===== src/rtl/f32_mult_arb.sv =====
// Round-robin arbiter that time-shares one f32 multiplier among N_REQ requesters.
// Latency: handshake T, mul_start T+1, response one cycle after mul_done (or TIMEOUT WAIT cycles).
// Backpressure: one operation in flight; req_ready stays low until the response is accepted.
module f32_mult_arb #(
    parameter int N_REQ   = 4,
    parameter int TIMEOUT = 64
) (
    input  logic                 clk,
    input  logic                 rst_n,
    input  logic [N_REQ-1:0]     req_valid,
    input  logic [32*N_REQ-1:0]  req_a,
    input  logic [32*N_REQ-1:0]  req_b,
    output logic [N_REQ-1:0]     req_ready,
    output logic [N_REQ-1:0]     rsp_valid,
    input  logic [N_REQ-1:0]     rsp_ready,
    output logic [31:0]          rsp_p,
    output logic                 rsp_underflow,
    output logic                 rsp_overflow,
    output logic                 rsp_timeout,
    output logic                 mul_start,
    output logic [31:0]          mul_a,
    output logic [31:0]          mul_b,
    input  logic                 mul_done,
    input  logic [31:0]          mul_p,
    input  logic                 mul_underflow,
    input  logic                 mul_overflow,
    output logic                 busy
);

    localparam int IW = $clog2(N_REQ);
    localparam int WW = $clog2(TIMEOUT);

    typedef enum logic [1:0] {IDLE, ISSUE, WAIT, RESP} state_t;

    state_t         state_q, state_d;
    logic [IW-1:0]  ptr_q, ptr_d;
    logic [IW-1:0]  gnt_q, gnt_d;
    logic [WW-1:0]  wdog_q, wdog_d;
    logic [31:0]    mul_a_q, mul_a_d;
    logic [31:0]    mul_b_q, mul_b_d;
    logic [31:0]    rsp_p_q, rsp_p_d;
    logic           rsp_uf_q, rsp_uf_d;
    logic           rsp_of_q, rsp_of_d;
    logic           rsp_to_q, rsp_to_d;

    logic           found;
    logic [IW-1:0]  sel;

    // First valid requester at or after ptr, wrapping modulo N_REQ.
    always_comb begin
        int idx;
        idx   = 0;
        found = 1'b0;
        sel   = '0;
        for (int k = 0; k < N_REQ; k++) begin
            idx = int'(ptr_q) + k;
            if (idx >= N_REQ) idx = idx - N_REQ;
            if (!found && req_valid[idx]) begin
                found = 1'b1;
                sel   = IW'(idx);
            end
        end
    end

    always_comb begin
        state_d   = state_q;
        ptr_d     = ptr_q;
        gnt_d     = gnt_q;
        wdog_d    = wdog_q;
        mul_a_d   = mul_a_q;
        mul_b_d   = mul_b_q;
        rsp_p_d   = rsp_p_q;
        rsp_uf_d  = rsp_uf_q;
        rsp_of_d  = rsp_of_q;
        rsp_to_d  = rsp_to_q;
        req_ready = '0;
        rsp_valid = '0;
        case (state_q)
            IDLE: begin
                if (found) begin
                    req_ready[sel] = 1'b1;
                    mul_a_d        = req_a[32*int'(sel) +: 32];
                    mul_b_d        = req_b[32*int'(sel) +: 32];
                    gnt_d          = sel;
                    state_d        = ISSUE;
                end
            end
            ISSUE: begin
                wdog_d  = '0;
                state_d = WAIT;
            end
            WAIT: begin
                if (mul_done) begin
                    rsp_p_d  = mul_p;
                    rsp_uf_d = mul_underflow;
                    rsp_of_d = mul_overflow;
                    rsp_to_d = 1'b0;
                    state_d  = RESP;
                end else if (wdog_q == WW'(TIMEOUT-1)) begin
                    rsp_p_d  = 32'h7FC0_0000;
                    rsp_uf_d = 1'b0;
                    rsp_of_d = 1'b0;
                    rsp_to_d = 1'b1;
                    state_d  = RESP;
                end else begin
                    wdog_d = wdog_q + 1'b1;
                end
            end
            RESP: begin
                rsp_valid[gnt_q] = 1'b1;
                if (rsp_ready[gnt_q]) begin
                    state_d = IDLE;
                    ptr_d   = (gnt_q == IW'(N_REQ-1)) ? '0 : gnt_q + 1'b1;
                end
            end
            default: state_d = IDLE;
        endcase
    end

    always_ff @(posedge clk or negedge rst_n) begin
        if (!rst_n) begin
            state_q  <= IDLE;
            ptr_q    <= '0;
            gnt_q    <= '0;
            wdog_q   <= '0;
            mul_a_q  <= '0;
            mul_b_q  <= '0;
            rsp_p_q  <= '0;
            rsp_uf_q <= 1'b0;
            rsp_of_q <= 1'b0;
            rsp_to_q <= 1'b0;
        end else begin
            state_q  <= state_d;
            ptr_q    <= ptr_d;
            gnt_q    <= gnt_d;
            wdog_q   <= wdog_d;
            mul_a_q  <= mul_a_d;
            mul_b_q  <= mul_b_d;
            rsp_p_q  <= rsp_p_d;
            rsp_uf_q <= rsp_uf_d;
            rsp_of_q <= rsp_of_d;
            rsp_to_q <= rsp_to_d;
        end
    end

    assign mul_start     = (state_q == ISSUE);
    assign busy          = (state_q != IDLE);
    assign mul_a         = mul_a_q;
    assign mul_b         = mul_b_q;
    assign rsp_p         = rsp_p_q;
    assign rsp_underflow = rsp_uf_q;
    assign rsp_overflow  = rsp_of_q;
    assign rsp_timeout   = rsp_to_q;

endmodule


===== config.mk =====
export PLATFORM = sky130hd
export DESIGN_NAME = f32_mult_arb
export DESIGN_NICKNAME = d
export VERILOG_FILES = /design/src/rtl/f32_mult_arb.sv
export SDC_FILE = /design/constraint.sdc
export NUM_CORES = 1
export LEC_CHECK = 0
export BUFFER_PORTS_ARGS = -buffer_cell sky130_fd_sc_hd__buf_4
export CAP_MARGIN = 5
export CORE_AREA = 2 2 158 160
export CTS_CLUSTER_SIZE = 14
export DETAILED_ROUTE_END_ITERATION = 7
export DIE_AREA = 0 0 160 162
export PLACE_DENSITY = 0.56
export SLEW_MARGIN = 25
export SYNTH_ARGS = -nofsm -noshare
export SYNTH_HDL_FRONTEND = slang
export SYNTH_SLANG_ARGS = --single-unit

===== constraint.sdc =====
create_clock -name clk -period 5.3 [get_ports clk]
set_clock_uncertainty 0.2 [all_clocks]
set_input_delay 0.265 -clock clk [delete_from_list [all_inputs] [get_ports clk]]
set_output_delay 0.265 -clock clk [all_outputs]
set_load 0.02 [all_outputs]

Word-level counts from Yosys, hierarchy flattened
Index checks and enable logic that the tools add are counted.
Widths: inputs -> output; s select.
{ "word_totals": {"reg_bits": 111, "latchBits": 0, "ramBits": 0, "mem_bits_ro": 0, "output_inout_bits": 109, "word_cells": 109, "memories": 0} }
{ "classes": {"addsub": 9, "multipliers": 0, "div_mod_pow": 0, "magnitude_cmp": 12, "eq_ne": 10, "n_shift": 2, "mux": 49, "n_bitwise": 0, "n_reduce_logical": 17} }
{ "ops": {"columns": ["op", "n"], "rows": [
  ["$shiftx 128x8->32", 2],
  ["$mux 32", 6],
  ["$lt 32x4->1 const B", 4],
  ["$mux 1", 20],
  ["$mux 2", 9],
  ["$mux 4", 3],
  ["$mux 6", 2],
  ["$pmux 6 s2", 1],
  ["$sub 3x3->4 const B", 3],
  ["$bmux 1 s2", 5],
  ["$ge 3x3->1 const B", 3],
  ["$ne 2x2->1 const B", 4],
  ["$pmux 2 s4", 1],
  ["$add 2x2->3 const B", 2],
  ["$add 6x1->6 const B", 1],
  ["$eq 2x2->1 const B", 3],
  ["$eq 6x6->1 const B", 1],
  ["$lt 2x3->1 const B", 2],
  ["$reduce_and 2->1", 3],
  ["$reduce_and 3->1", 2],
  ["$reduce_bool 2->1", 3],
  ["$logic_and 1x1->1", 5],
  ["$demux 1 s2", 2],
  ["$ge 2x1->1 const B", 2],
  ["other kinds (8)", 10]
]} }

Depth between registers and ports, before layout
Gate-level depths: netlist (run 1).
{ "logic_depth": {"ltp_word": 21, "ltp_mapped": 8, "depth_no_buf": 6} }

Worst setup path before layout (run 1)
Ideal clock, no wire load.
{ "synth_timing": {"path_type": "reg2out", "from": "reg ptr_q[0]", "to": "out req_ready[1]", "arrival_ps": 1673, "required_ps": 4835, "setup_slack_ps": 3162, "path_stages_with_launch": 7, "cell_sequence": "dfrtp_1 -> nor2b_4 -> a21o_1 -> a211o_1 -> buf_6 -> buf_2 -> nor3_1"} }
{ "synth_between": {"elab_chain_len": 21} }
{ "synth_lines": {"columns": ["element", "line", "rtl"], "rows": [
  ["from (decl)", "36", "logic [IW-1:0] ptr_q, ptr_d;"],
  ["from (signal assigned)", "134", "ptr_q <= ptr_d;"],
  ["branches (longest 19 deep; another with $sub 3x3->4)", null, null],
  ["$mux 4 (*)", "80", "if (found) begin"],
  ["$mux 4 (*)", "78", "case (state_q)"],
  ["to (decl)", "13", "output logic [N_REQ-1:0] req_ready,"]
]} }
Every way passes the cells marked *. The select of a mux whose other input is x is not followed.

Worst setup path after layout (run 1)
{ "layout_timing": {"from": "reg state_q[0]", "to": "out req_ready[1]"} }
{ "layout_between": {"elab_chain_len": 2} }
{ "layout_lines": {"columns": ["element", "line", "rtl"], "rows": [
  ["from (decl)", "35", "state_t state_q, state_d;"],
  ["from (signal assigned)", "133", "state_q <= state_d;"],
  ["$logic_not 2->1", "78", null],
  ["$mux 4", "78", null]
]} }
No other way between the ends.

==> metrics.csv, run 1 <==
metric,value,unit
CP bufs+invs,3,
crit-path cells,inv_1 -> ha_1 -> nand2b_2 -> buf_4 -> nor3_1 -> buf_4,
Hold EP,mul_a[26],
Max Buffers Root-to-Sink,2,
TritonCTS clock tree,done,
Setup crit end kind,output port,
Sequential Area,2780,um2
drt drc,0,
Crit path top cell by count,buf_4,
Tightest Hold Check Type,input port to flop,
Total Wirelength,23700,um
clock share of power,13.8,%
reg2reg path depth,6,
Least-Margin Pin Slew,0.963,ns
sink count of the clock tree,111,
run status,completed,
layout cells sized above 1,46.3,%
routed vias/inst,4.71,
Netlist Area Pre-Place,6070,um2
dpl hpwl,17300,um
Critical Path AT,2.57,ns
final setup fails,0,
RSZ-0062 raised after global routing,no,
internal power,2.89,mW
maximum fanout along the worst path,36,
Leak,5.22,nW
largest net degree at the start of global routing,66,
Max Slew Vio Count,0,
root buffer cell,clkbuf_16,
CP max stage delay,0.65,ns
register area share after synthesis,45.8,%
final RePlAce weighted congestion,0.777,
YS warnings,0,
worst path required time,4.84,ns
syn_area_per_cell,11.4,um2
Port Buf Inserts,409,
initial antenna violation count,0,
ANT cells,0,
Initial DRC Count,336,
slowest CP cell,nand2b_2,
Seq cells post-synth,111,
worst r2r src,ptr_q[0],
Combinational Power Share,57.2,%
fin util,41.4,%
cell area after layout,9970,um2
Die Wd,160,um
area of the multi-input gates,2970,um2
CTS HTree Levels,3,
endpoints failing hold,0,
vias in the first global route,6271,
Clock transition at path regs,0.09,ns
Die Height,162,um
Mapped Cells,531,
Slew headroom,35.6,%
"delay-heaviest family, CP",buffers and inverters,
Sw Pwr,2.24,mW
hold path cells,3,
area post-placement,9320,um2
Max Fclk,330,MHz
Syn Nets,841,
final setup TNS,0,ns
Worst R2R Setup Slack,2.48,ns
worst setup path class,flop to output port,
post-CTS sizing,0,
detailed-route via count,6031,
total track usage,17.7,%
worst-skew pair later-pin latency,0.36,ns
"Remaining Overflow, GRT",0,
average wire per standard cell,18.5,um
Num CTS Buffers,9,
fin crit period,3.03,ns
total iterations of the first detailed-routing run,4,
fin nets,1261,
Critical Path Source Type,flop,
Filler Cell Count,2388,
fin crit share,57.2,%
std cell rows,57,
Peak VDD IR,240,uV
library cells used by synthesis,38,
IO Pins,410,
R2R Path End,mul_a[6],
fin cells,1280,
area of the core,24100,um2
"antenna viol nets, final",0,
first-pass GRT wire length,36100,um
DIE AREA,25900,um2
dpl cells,1228,
Max-Cap Viols,0,
PwrDens,514,nW/um2
switching portion of total power,43.7,%
Synth-to-Final Area Change,64.4,%
hold_sp,req_a[90],
Initial Util,25.2,%
Sequential Power Share,29.1,%
[sequential cells by signal, indices dropped and copies added, names as in the netlist]
signal         cells
wdog_q             6
rsp_timeout        1
rsp_overflow       1
rsp_underflow      1
gnt_q              2
mul_a             32
ptr_q              2
mul_b             32
rsp_p             32
state_q            2
[power by group through the flow]
stage          clock network [mW]  logic [mW]  registers (mW)
5_1_grt                     0.764        3.18            1.54
3_3_place_gp                    0        2.94            1.50
2_1_floorplan                   0        1.42            1.91
4_1_cts                     0.728        2.98            1.49
6_report                    0.706        2.93            1.49
3_5_place_dp                    0        2.96            1.50
[stage by stage]
| step | total power, mW | worst slack [ns] | hold WS (ns) |
|---|---|---|---|
| floorplan | 3.33 | 3.16 | -0.231 |
| global placement | 4.43 | 2.32 | 0.218 |
| detailed placement | 4.46 | 2.29 | 0.221 |
| CTS | 5.20 | 2.21 | 0.00223 |
| global route | 5.48 | 2.05 | 0.00928 |
| finish | 5.13 | 2.27 | 0.0122 |
[cell families (layout without fill, tap and decap cells)]
group	after synthesis	in the layout	share of synthesized area, %
multiplexers	131	131	21.9
AO/OA/AOI/OAI	123	123	17.4
flip-flops	111	111	45.8
AND/OR/NAND/NOR	106	106	7.51
buffers and inverters	51	476	5.57
adder cells (fa/ha/maj)	9	9	1.86
[per-layer routing]
layer | vias to the layer above | track usage (%) | part of all wire [%]
li1 | 2868 | - | -
met1 | 2881 | 21.7 | 40
met2 | 256 | 31.4 | 51
met3 | 26 | 3.80 | 6.4
met4 | 0 | 5.00 | 1.7
met5 | - | 0 | 0
[worst max path at each step]
stage / start / end / slack (ns) / cells past startpoint
global placement: req_valid[3] / req_ready[1] / 2.32 / 6
floorplan: ptr_q[0] / req_ready[1] / 3.16 / 6
CTS: state_q[0] / req_ready[1] / 2.21 / 6
detailed placement: req_valid[3] / req_ready[1] / 2.29 / 6
global route: state_q[0] / req_ready[3] / 2.05 / 6
finish: state_q[0] / req_ready[1] / 2.27 / 6
[synthesized netlist by cell type, drive strengths merged]
| master | number | area, um2 |
|---|---|---|
| mux2i | 128 | 1280 |
| dfrtp | 111 | 2780 |
| nand2 | 78 | 293 |
| o221ai | 65 | 569 |
| a22o | 29 | 254 |
| clkbuf | 23 | 86.3 |
| buf | 20 | 221 |
| ha | 9 | 113 |
| o22a | 9 | 78.8 |
| inv | 8 | 30.0 |
| and2 | 6 | 37.5 |
| nand3 | 5 | 25.0 |
| o21ai | 5 | 25.0 |
| nor2 | 4 | 15.0 |
| and3 | 3 | 18.8 |
| nand2b | 3 | 18.8 |
| nor2b | 3 | 26.3 |
| nor3 | 3 | 15.0 |
| a21oi | 2 | 10.0 |
| a31o | 2 | 17.5 |
| mux2 | 2 | 22.5 |
| o32a | 2 | 20.0 |
| a211o | 1 | 8.76 |
| a21o | 1 | 7.51 |
| a221oi | 1 | 8.76 |
| a31oi | 1 | 6.26 |
| a32o | 1 | 10.0 |
| a41oi | 1 | 8.76 |
| mux4 | 1 | 22.5 |
| nor4 | 1 | 6.26 |
| o31ai | 1 | 7.51 |
| o32ai | 1 | 16.3 |
| o41ai | 1 | 8.76 |
[cells in the final DEF, fill, tap and decap left out, types with 2 or more instances in the layout]
master / Yosys / layout
buf_4: 0 / 415
mux2i_1: 128 / 128
dfrtp_1: 111 / 111
nand2_1: 78 / 76
o221ai_1: 65 / 65
dlygate4sd3_1: 0 / 36
a22o_1: 29 / 29
o22a_1: 9 / 9
ha_1: 9 / 9
clkbuf_16: 0 / 9
inv_1: 8 / 8
and2_1: 6 / 5
nand3_1: 5 / 5
nor2_1: 4 / 4
o21ai_0: 4 / 4
and3_1: 3 / 3
nor3_1: 3 / 3
nand2b_1: 3 / 2
a21oi_1: 2 / 2
nor2b_1: 2 / 2
o32a_1: 2 / 2
a31o_2: 2 / 2
nand2_2: 0 / 2
mux2_2: 2 / 2
clkinv_4: 0 / 2
clkinv_8: 0 / 2
inv_6: 0 / 2
[cell type report]
type | instances | share of cell area (%)
inverter | 8 | 0.301
clock inverter | 6 | 0.677
timing repair buffer | 452 | 35.0
tap | 324 | 4.06
multi-input combinational | 369 | 29.8
sequential | 111 | 27.8
clock buffer | 10 | 2.30
[what timing repair did]
item                                   4_1_cts  5_1_grt
hold buffers                                36        0
endpoints found under the hold margin       95        0
setup buffers                                0        0
[tightest hold or removal path, delay by kind of cell]
kind | cells | cell delay (ns)
buffers and inverters | 1 | 0.07
AOI/OAI and AO/OA | 1 | 0.15
muxes | 1 | 0.05
No activity file was read; power rests on OpenSTA's default activity.
==> run 2: changes to the inputs <==
--- a/config.mk
+++ b/config.mk
@@ -7,11 +7,11 @@
 export LEC_CHECK = 0
 export BUFFER_PORTS_ARGS = -buffer_cell sky130_fd_sc_hd__buf_4
 export CAP_MARGIN = 5
-export CORE_AREA = 2 2 158 160
+export CORE_AREA = 2 2 160 162
 export CTS_CLUSTER_SIZE = 14
 export DETAILED_ROUTE_END_ITERATION = 7
-export DIE_AREA = 0 0 160 162
-export PLACE_DENSITY = 0.56
+export DIE_AREA = 0 0 162 164
+export PLACE_DENSITY = 0.55
 export SLEW_MARGIN = 25
 export SYNTH_ARGS = -nofsm -noshare
 export SYNTH_HDL_FRONTEND = slang
==> constraint.sdc (replaced) <==
create_clock -name clk -period 3.05 [get_ports clk]
set_clock_uncertainty 0.2 [all_clocks]
set_input_delay 0.1525 -clock clk [delete_from_list [all_inputs] [get_ports clk]]
set_output_delay 0.1525 -clock clk [all_outputs]
set_load 0.02 [all_outputs]
==> run 2 against run 1 <==
Against the previous run:
- the run now fails in clock tree synthesis
- synthesized cell count unchanged
- synthesized area unchanged
==> metrics.csv, run 2 <==
metric,value,unit
Async SR Flop Fraction,100,%
number of setup buffers added after CTS,0,
number of synthesized flops with an enable pin,0,
register area share after synthesis,45.8,%
Port Buf Inserts,409,
CTS HTree Levels,3,
YS warnings,0,
library cells used by synthesis,38,
root buffer cell,clkbuf_16,
Die Height,164,um
ranking of synthesized cells by area,"dfrtp_1, mux2i_1, o221ai_1, nand2_1, a22o_1",
error msg,[ERROR RSZ-0060] Max buffer count reached.,
area share of the largest cell type after synthesis,45.8,%
Synth area leader,dfrtp_1,
run status,did not finish,
main flop type after synthesis,dfrtp_1,
post-CTS sizing,0,
Seq cells post-synth,111,
Num CTS Buffers,9,
IO Pins,410,
Die Wd,162,um
Mapped Cells,531,
final RePlAce weighted congestion,0.785,
syn_area_per_cell,11.4,um2
Syn Nets,841,
"Hold-fix buffers, CTS",254,
Max Buffers Root-to-Sink,2,
sink count of the clock tree,111,
dpl hpwl,17100,um
Setup WS pre-CTS,0.671,ns
Netlist Area Pre-Place,6070,um2
Post-synth top cells,"mux2i_1, dfrtp_1, nand2_1",
std cell rows,58,
Initial Util,24.4,%
"count leader, synth",mux2i_1,
Last stage,clock tree synthesis,
[run 2: cell counts after synthesis]
Identical to the previous run, type by type.
[run 2: kinds of logic after synthesis]
kind of cell               count (synthesis)  synth area share [%]
muxes                                    131                  21.9
AOI/OAI and AO/OA                        123                  17.4
DFF                                      111                  45.8
and+or+nand+nor                          106                  7.51
buffers and inverters                     51                  5.57
adders and majority gates                  9                  1.86
[run 2: metrics by stage]
step                area [um2]  utilization [%]  std cells
floorplan                 6070                -        531
global placement          9420             37.9       1243
detailed placement        9420             37.9       1243
==> run 3: changes to the inputs <==
--- a/config.mk
+++ b/config.mk
@@ -7,11 +7,10 @@
 export LEC_CHECK = 0
 export BUFFER_PORTS_ARGS = -buffer_cell sky130_fd_sc_hd__buf_4
 export CAP_MARGIN = 5
-export CORE_AREA = 2 2 160 162
-export CTS_CLUSTER_SIZE = 14
+export CORE_AREA = 2 2 161 163
 export DETAILED_ROUTE_END_ITERATION = 7
-export DIE_AREA = 0 0 162 164
-export PLACE_DENSITY = 0.55
+export DIE_AREA = 0 0 163 165
+export PLACE_DENSITY_LB_ADDON = 0.15
 export SLEW_MARGIN = 25
 export SYNTH_ARGS = -nofsm -noshare
 export SYNTH_HDL_FRONTEND = slang
==> run 3 against run 2 <==
Against the previous run:
- the run again fails in clock tree synthesis
- synthesized cell count did not move
- synthesized area unchanged
==> metrics.csv, run 3 <==
metric,value,unit
CTS HTree Levels,3,
Async SR Flop Fraction,100,%
syn_area_per_cell,11.4,um2
register area share after synthesis,45.8,%
root buffer cell,clkbuf_16,
final RePlAce weighted congestion,0.795,
IO Pins,410,
"Hold-fix buffers, CTS",252,
ranking of synthesized cells by area,"dfrtp_1, mux2i_1, o221ai_1, nand2_1, a22o_1",
dpl cells,1241,
Post-synth top cells,"mux2i_1, dfrtp_1, nand2_1",
error msg,[ERROR RSZ-0060] Max buffer count reached.,
Netlist Area Pre-Place,6070,um2
Synth area leader,dfrtp_1,
number of setup buffers added after CTS,0,
post-CTS sizing,0,
YS warnings,0,
run status,did not finish,
std cell rows,58,
Seq cells post-synth,111,
sink count of the clock tree,111,
Syn Nets,841,
area share of the largest cell type after synthesis,45.8,%
Max Buffers Root-to-Sink,2,
Initial Util,24.2,%
Last stage,clock tree synthesis,
library cells used by synthesis,38,
main flop type after synthesis,dfrtp_1,
Die Wd,163,um
Mapped Cells,531,
Die Height,165,um
number of synthesized flops with an enable pin,0,
dpl hpwl,18300,um
Num CTS Buffers,9,
Port Buf Inserts,409,
"count leader, synth",mux2i_1,
## run 3: cell counts after synthesis
No cell type changed its count.
## run 3: kinds of logic after synthesis
logic type,after synthesis,share of synthesized area [%]
simple gates,106,7.51
buf+inv,51,5.57
flops,111,45.8
fa+ha+maj,9,1.86
compound gates,123,17.4
mux,131,21.9
## run 3: stage by stage
stage	area, um2	setup slack [ns]	utilization [%]	hold WS, ns
floorplan	6070	0.972	-	-0.343
global placement	9410	0.640	37.6	-0.0861
detailed placement	9410	0.609	37.6	-0.0858
